## config.mk

```make
export PLATFORM = sky130hd
export DESIGN_NAME = uart_tx
export DESIGN_NICKNAME = d
export VERILOG_FILES = /design/src/rtl/uart_tx.sv
export SDC_FILE = /design/constraint.sdc
export NUM_CORES = 1
export LEC_CHECK = 0
export CORE_MARGIN = 5
export CORE_UTILIZATION = 30
export CTS_CLUSTER_SIZE = 10
export DETAILED_ROUTE_END_ITERATION = 7
export PLACE_DENSITY_LB_ADDON = 0.1
export SYNTH_ARGS = -nofsm -noshare
export SYNTH_HDL_FRONTEND = slang
export SYNTH_SLANG_ARGS = --single-unit
```

## constraint.sdc

```tcl
create_clock -name sys_clk -period 3.5 [get_ports sys_clk]
set_input_delay 0.35 -clock sys_clk [delete_from_list [all_inputs] [get_ports sys_clk]]
set_output_delay 0.35 -clock sys_clk [all_outputs]
set_load 0.01 [all_outputs]
```

## src/rtl/uart_tx.sv

```systemverilog
// Byte-wide UART transmitter: one-word holding register feeding a shift register,
// framed as start / 8 data LSB-first / optional parity / 1-2 stop bits.
module uart_tx #(
  parameter int UART_BPS  = 9600,
  parameter int CLK_FREQ  = 50_000_000,
  parameter int PARITY    = 0,
  parameter int STOP_BITS = 1
) (
  input  logic       sys_clk,
  input  logic       sys_rst,
  input  logic [7:0] pi_data,
  input  logic       pi_flag,
  output logic       pi_ready,
  output logic       tx,
  output logic       tx_busy,
  output logic       tx_done
);

  localparam int BAUD_CNT_MAX = CLK_FREQ / UART_BPS;
  localparam int CW = $clog2(BAUD_CNT_MAX);
  localparam logic [CW-1:0] CNT_LAST = CW'(BAUD_CNT_MAX - 1);

  typedef enum logic [2:0] {S_IDLE, S_START, S_DATA, S_PAR, S_STOP} state_e;

  state_e        state_q, state_d;
  logic [CW-1:0] cnt_q, cnt_d;
  logic [2:0]    bit_q, bit_d;
  logic          stop_q, stop_d;
  logic [7:0]    shift_q, shift_d;
  logic          par_q, par_d;
  logic [7:0]    hold_q, hold_d;
  logic          hold_valid_q, hold_valid_d;
  logic          ready_q, ready_d;
  logic          tx_q, tx_d;
  logic          busy_q, busy_d;
  logic          done_q, done_d;
  logic          bit_end, load;

  always_comb begin
    state_d      = state_q;
    bit_d        = bit_q;
    stop_d       = stop_q;
    shift_d      = shift_q;
    par_d        = par_q;
    hold_d       = hold_q;
    hold_valid_d = hold_valid_q;
    tx_d         = tx_q;
    busy_d       = busy_q;
    done_d       = 1'b0;
    load         = 1'b0;
    bit_end      = (cnt_q == CNT_LAST);
    cnt_d        = (state_q == S_IDLE || bit_end) ? '0 : cnt_q + 1'b1;

    // tx is registered, so each branch drives the level of the bit being entered
    case (state_q)
      S_IDLE: if (hold_valid_q) load = 1'b1;
      S_START: if (bit_end) begin
        state_d = S_DATA;
        bit_d   = 3'd0;
        tx_d    = shift_q[0];
        shift_d = shift_q >> 1;
      end
      S_DATA: if (bit_end) begin
        if (bit_q == 3'd7) begin
          if (PARITY != 0) begin
            state_d = S_PAR;
            tx_d    = (PARITY == 2) ? par_q : ~par_q;
          end else begin
            state_d = S_STOP;
            stop_d  = 1'b0;
            tx_d    = 1'b1;
          end
        end else begin
          bit_d   = bit_q + 3'd1;
          tx_d    = shift_q[0];
          shift_d = shift_q >> 1;
        end
      end
      S_PAR: if (bit_end) begin
        state_d = S_STOP;
        stop_d  = 1'b0;
        tx_d    = 1'b1;
      end
      S_STOP: if (bit_end) begin
        if (STOP_BITS == 2 && !stop_q) begin
          stop_d = 1'b1;
        end else begin
          done_d = 1'b1;
          if (hold_valid_q) begin
            load = 1'b1;
          end else begin
            state_d = S_IDLE;
            tx_d    = 1'b1;
            busy_d  = 1'b0;
          end
        end
      end
      default: state_d = S_IDLE;
    endcase

    if (load) begin
      shift_d      = hold_q;
      par_d        = ^hold_q;
      state_d      = S_START;
      tx_d         = 1'b0;
      busy_d       = 1'b1;
      hold_valid_d = 1'b0;
    end

    // ready_q is low whenever a load can happen, so this never collides with it
    if (pi_flag && ready_q) begin
      hold_valid_d = 1'b1;
      hold_d       = pi_data;
    end

    ready_d = !hold_valid_d;
  end

  always_ff @(posedge sys_clk) begin
    if (sys_rst) begin
      state_q      <= S_IDLE;
      cnt_q        <= '0;
      bit_q        <= '0;
      stop_q       <= 1'b0;
      shift_q      <= '0;
      par_q        <= 1'b0;
      hold_q       <= '0;
      hold_valid_q <= 1'b0;
      ready_q      <= 1'b0;
      tx_q         <= 1'b1;
      busy_q       <= 1'b0;
      done_q       <= 1'b0;
    end else begin
      state_q      <= state_d;
      cnt_q        <= cnt_d;
      bit_q        <= bit_d;
      stop_q       <= stop_d;
      shift_q      <= shift_d;
      par_q        <= par_d;
      hold_q       <= hold_d;
      hold_valid_q <= hold_valid_d;
      ready_q      <= ready_d;
      tx_q         <= tx_d;
      busy_q       <= busy_d;
      done_q       <= done_d;
    end
  end

  assign pi_ready = ready_q;
  assign tx       = tx_q;
  assign tx_busy  = busy_q;
  assign tx_done  = done_q;

endmodule

```

==> results.cfg <==
[placed_design]
placed_cells = 306
place_area_mm2 = 0.00212
place_congestion = 0.773
dp_hpwl_um = 2960
portBuffers = 14
place_ws_ns = 1.31

[drt]
ant_nets = 0
drt_pass1_iterations = 6
drc_errors = 0
drt_iter0_drc = 48
wire_per_inst_um = 13.5
avgViaCountPerCell = 4.85
routed_wl_um = 4250
vias = 1524

[synth]
synth_seq_area_share_pct = 41.5
postSynthAreaPerCell_um2 = 8.50
ys_ff_latch = 40
ys_warn_count = 0
synth.distinct_cells = 37
async_reset_ff_share_pct = 0
synth_area_mm2 = 0.00193
synth-edff-count = 0
synth_ff_type = dfxtp_1
syn_nets = 241
postSynthCellCount = 227

[layout]
syn_to_final_growth_pct = 18.1
final_cell_area_mm2 = 0.00228
finish.cell_count_without_fillers = 314
diodes = 0
final_layout_size_suffix_gt1_share_pct = 7.17
final_util_pct = 36.1
nNetsFinal = 250

[critical_path]
cp-startpoint = hold_valid_q
critPathSlowestCell = dfxtp_1
critical_path_class = reg2reg
crit_chain = or3b_2 > nor4_4 > a21oi_1 > nand2_1 > and3_1
worstPathRequired_ns = 3.73
reg2reg_from = hold_valid_q
critPathArrivalTime_ns = 2.42
cpPeakStageDelay_ns = 0.52
critPathMaxFanout = 11
start_kind = flip-flop
end_kind = flip-flop

[floorplanning]
start_util_pct = 30.6
die_h_um = 90.2
die-area_mm2 = 0.00814
die_w_um = 90.2
num_rows = 29
ioPinCount = 15
core_mm2 = 0.00631

[power]
p_per_area_mw_per_mm2 = 478
clkPwrFrac_pct = 48.5
power.switching_uw = 229
pwr-share-comb_pct = 7.2
pwr-share-seq_pct = 44.2
p_sw_share_pct = 21.0
internal_power_uw = 861
vdd_ir_drop_max_v = 0.000201
power_leakage_uw = 0.000809

[clock_network]
cts_sinks = 40
postCtsSetupRepairBufs = 0
numCtsBuffers = 5
cts_tree = done
root_buffer = clkbuf_8
cts_resized = 0
clkTransAtPathRegs_ns = 0.09
cts_hold_buf = 0
clk_latency_ns = 0.30
cts_htree_levels = 2
cts_buffer_depth = 2

[sta]
setup_viol_count_final = 0
rsz0062_at_grt = false
fin_setup_tns_ns = 0
finClkSkew_ns = 0.0124
tightest_slew_ns = 0.852
slew_violations = 0
slew_headroom_pct = 43.2
finalCriticalPeriod_ns = 2.19
worst_slack_ns = 1.31
final.period_utilization_pct = 62.6
fmax_mhz = 457
hold_viol = 0

[min_path]
hp-start = hold_q[7]
hp-class = reg2reg

[grt]
track_usage_pct = 10.7
grt_start_max_net_pins = 16
antenna_found_initial = 0
grt_overflow_total = 0
grt_pass1_wl_um = 7350
first_global_vias = 1519

[job]
cap_violations = 0

[run_status]
status = finished clean
state kept, by name (all words and copies together), names as in the netlist:
name,cells
pi_ready,1
hold_q,8
cnt_q,13
state_q,3
tx_done,1
tx,1
hold_valid_q,1
bit_q,3
tx_busy,1
shift_q,8
per-layer routing:
layer | vias to the layer above | share of wire [%] | GRT usage, %
met1 | 699 | 54 | 14.9
li1 | 803 | - | -
met4 | 0 | 1.2 | 4.09
met3 | 6 | 2.8 | 2.17
met2 | 16 | 42 | 16.1
met5 | - | 0 | 0
Yosys cell counts (2+ instances only):
| cell | instances | area [um2] |
|---|---|---|
| a21oi_1 | 16 | 80.1 |
| nand2_1 | 31 | 116 |
| a221oi_1 | 7 | 61.3 |
| and3_1 | 4 | 25.0 |
| nor3_1 | 3 | 15.0 |
| dfxtp_1 | 40 | 801 |
| inv_1 | 11 | 41.3 |
| nand4bb_4 | 3 | 82.6 |
| mux2i_1 | 5 | 50.1 |
| or3_1 | 4 | 25.0 |
| a211oi_1 | 8 | 60.1 |
| xor2_1 | 9 | 78.8 |
| and2_1 | 3 | 18.8 |
| o21ai_0 | 3 | 15.0 |
| nor3b_1 | 2 | 15.0 |
| buf_2 | 4 | 20.0 |
| nand3_1 | 5 | 25.0 |
| nand4_1 | 2 | 12.5 |
| and4_1 | 3 | 26.3 |
| ha_1 | 3 | 37.5 |
| clkbuf_1 | 9 | 33.8 |
| xnor2_1 | 3 | 26.3 |
| nor2_1 | 35 | 131 |
stage by stage:
stage               total power, uW  hold WS (ns)
finish                         1090         0.463
CTS                            1100         0.467
floorplan                       541         0.432
global route                   1130         0.482
detailed placement              572         0.454
global placement                573         0.444
worst max-delay path: cells and delay by family (launching register included):
kind	cells	cell delay, ns
flip-flops	1	0.52
AO/OA/AOI/OAI	1	0.31
AND/OR/NAND/NOR	4	1.29
cell usage in the layout (no fill, tap or decap), types with 2 or more instances in the layout:
| cell | count |
|---|---|
| and2_1 | 3 |
| a211oi_1 | 8 |
| and3_1 | 4 |
| ha_1 | 3 |
| a221oi_1 | 7 |
| nor3_1 | 3 |
| bufinv_16 | 3 |
| dfxtp_1 | 40 |
| nand4_1 | 2 |
| nand2_1 | 31 |
| xor2_1 | 9 |
| inv_1 | 11 |
| a21oi_1 | 16 |
| nor3b_1 | 2 |
| mux2i_1 | 5 |
| and4_1 | 3 |
| nor2_1 | 35 |
| nand3_1 | 5 |
| clkdlybuf4s50_1 | 14 |
| xnor2_1 | 3 |
| nand4bb_4 | 3 |
| clkbuf_8 | 5 |
| or3_1 | 4 |
| o21ai_0 | 3 |
layout make-up:
| cell class | count | area, um2 |
|---|---|---|
| inverters | 11 | 41.3 |
| flip-flops and latches | 40 | 801 |
| fillers | 676 | 4030 |
| repair buffers | 15 | 148 |
| clock inverters | 3 | 90.1 |
| clock buffers | 5 | 68.8 |
| multi-input cells | 163 | 1030 |
| well taps | 77 | 96.3 |
final timing paths:
| path | depth (start not counted) | slack (ns) | end |
|---|---|---|---|
| hold reg to reg | 2 | 0.46 | hold_q[7] |
| hold / removal | 2 | 0.46 | hold_q[7] |
| setup reg to reg | 5 | 1.31 | pi_ready |
| setup / recovery | 5 | 1.31 | pi_ready |
power by group through the flow:
stage / registers, uW / logic [uW] / clock network (uW)
2_1_floorplan: 487 / 53.8 / 0
3_3_place_gp: 493 / 80.0 / 0
3_5_place_dp: 493 / 79.5 / 0
4_1_cts: 482 / 79.9 / 540
5_1_grt: 484 / 88.4 / 552
6_report: 482 / 78.9 / 529
logic make-up after synthesis:
kind of cell | Yosys count | share of synthesized area (%)
and+or+nand+nor | 101 | 29.0
adders and majority gates | 3 | 1.94
DFF | 40 | 41.5
buffers and inverters | 24 | 4.93
muxes | 5 | 2.59
AOI/OAI and AO/OA | 42 | 14.6
xor gates and xnor gates | 12 | 5.44
(Power assumes the default switching activity.)
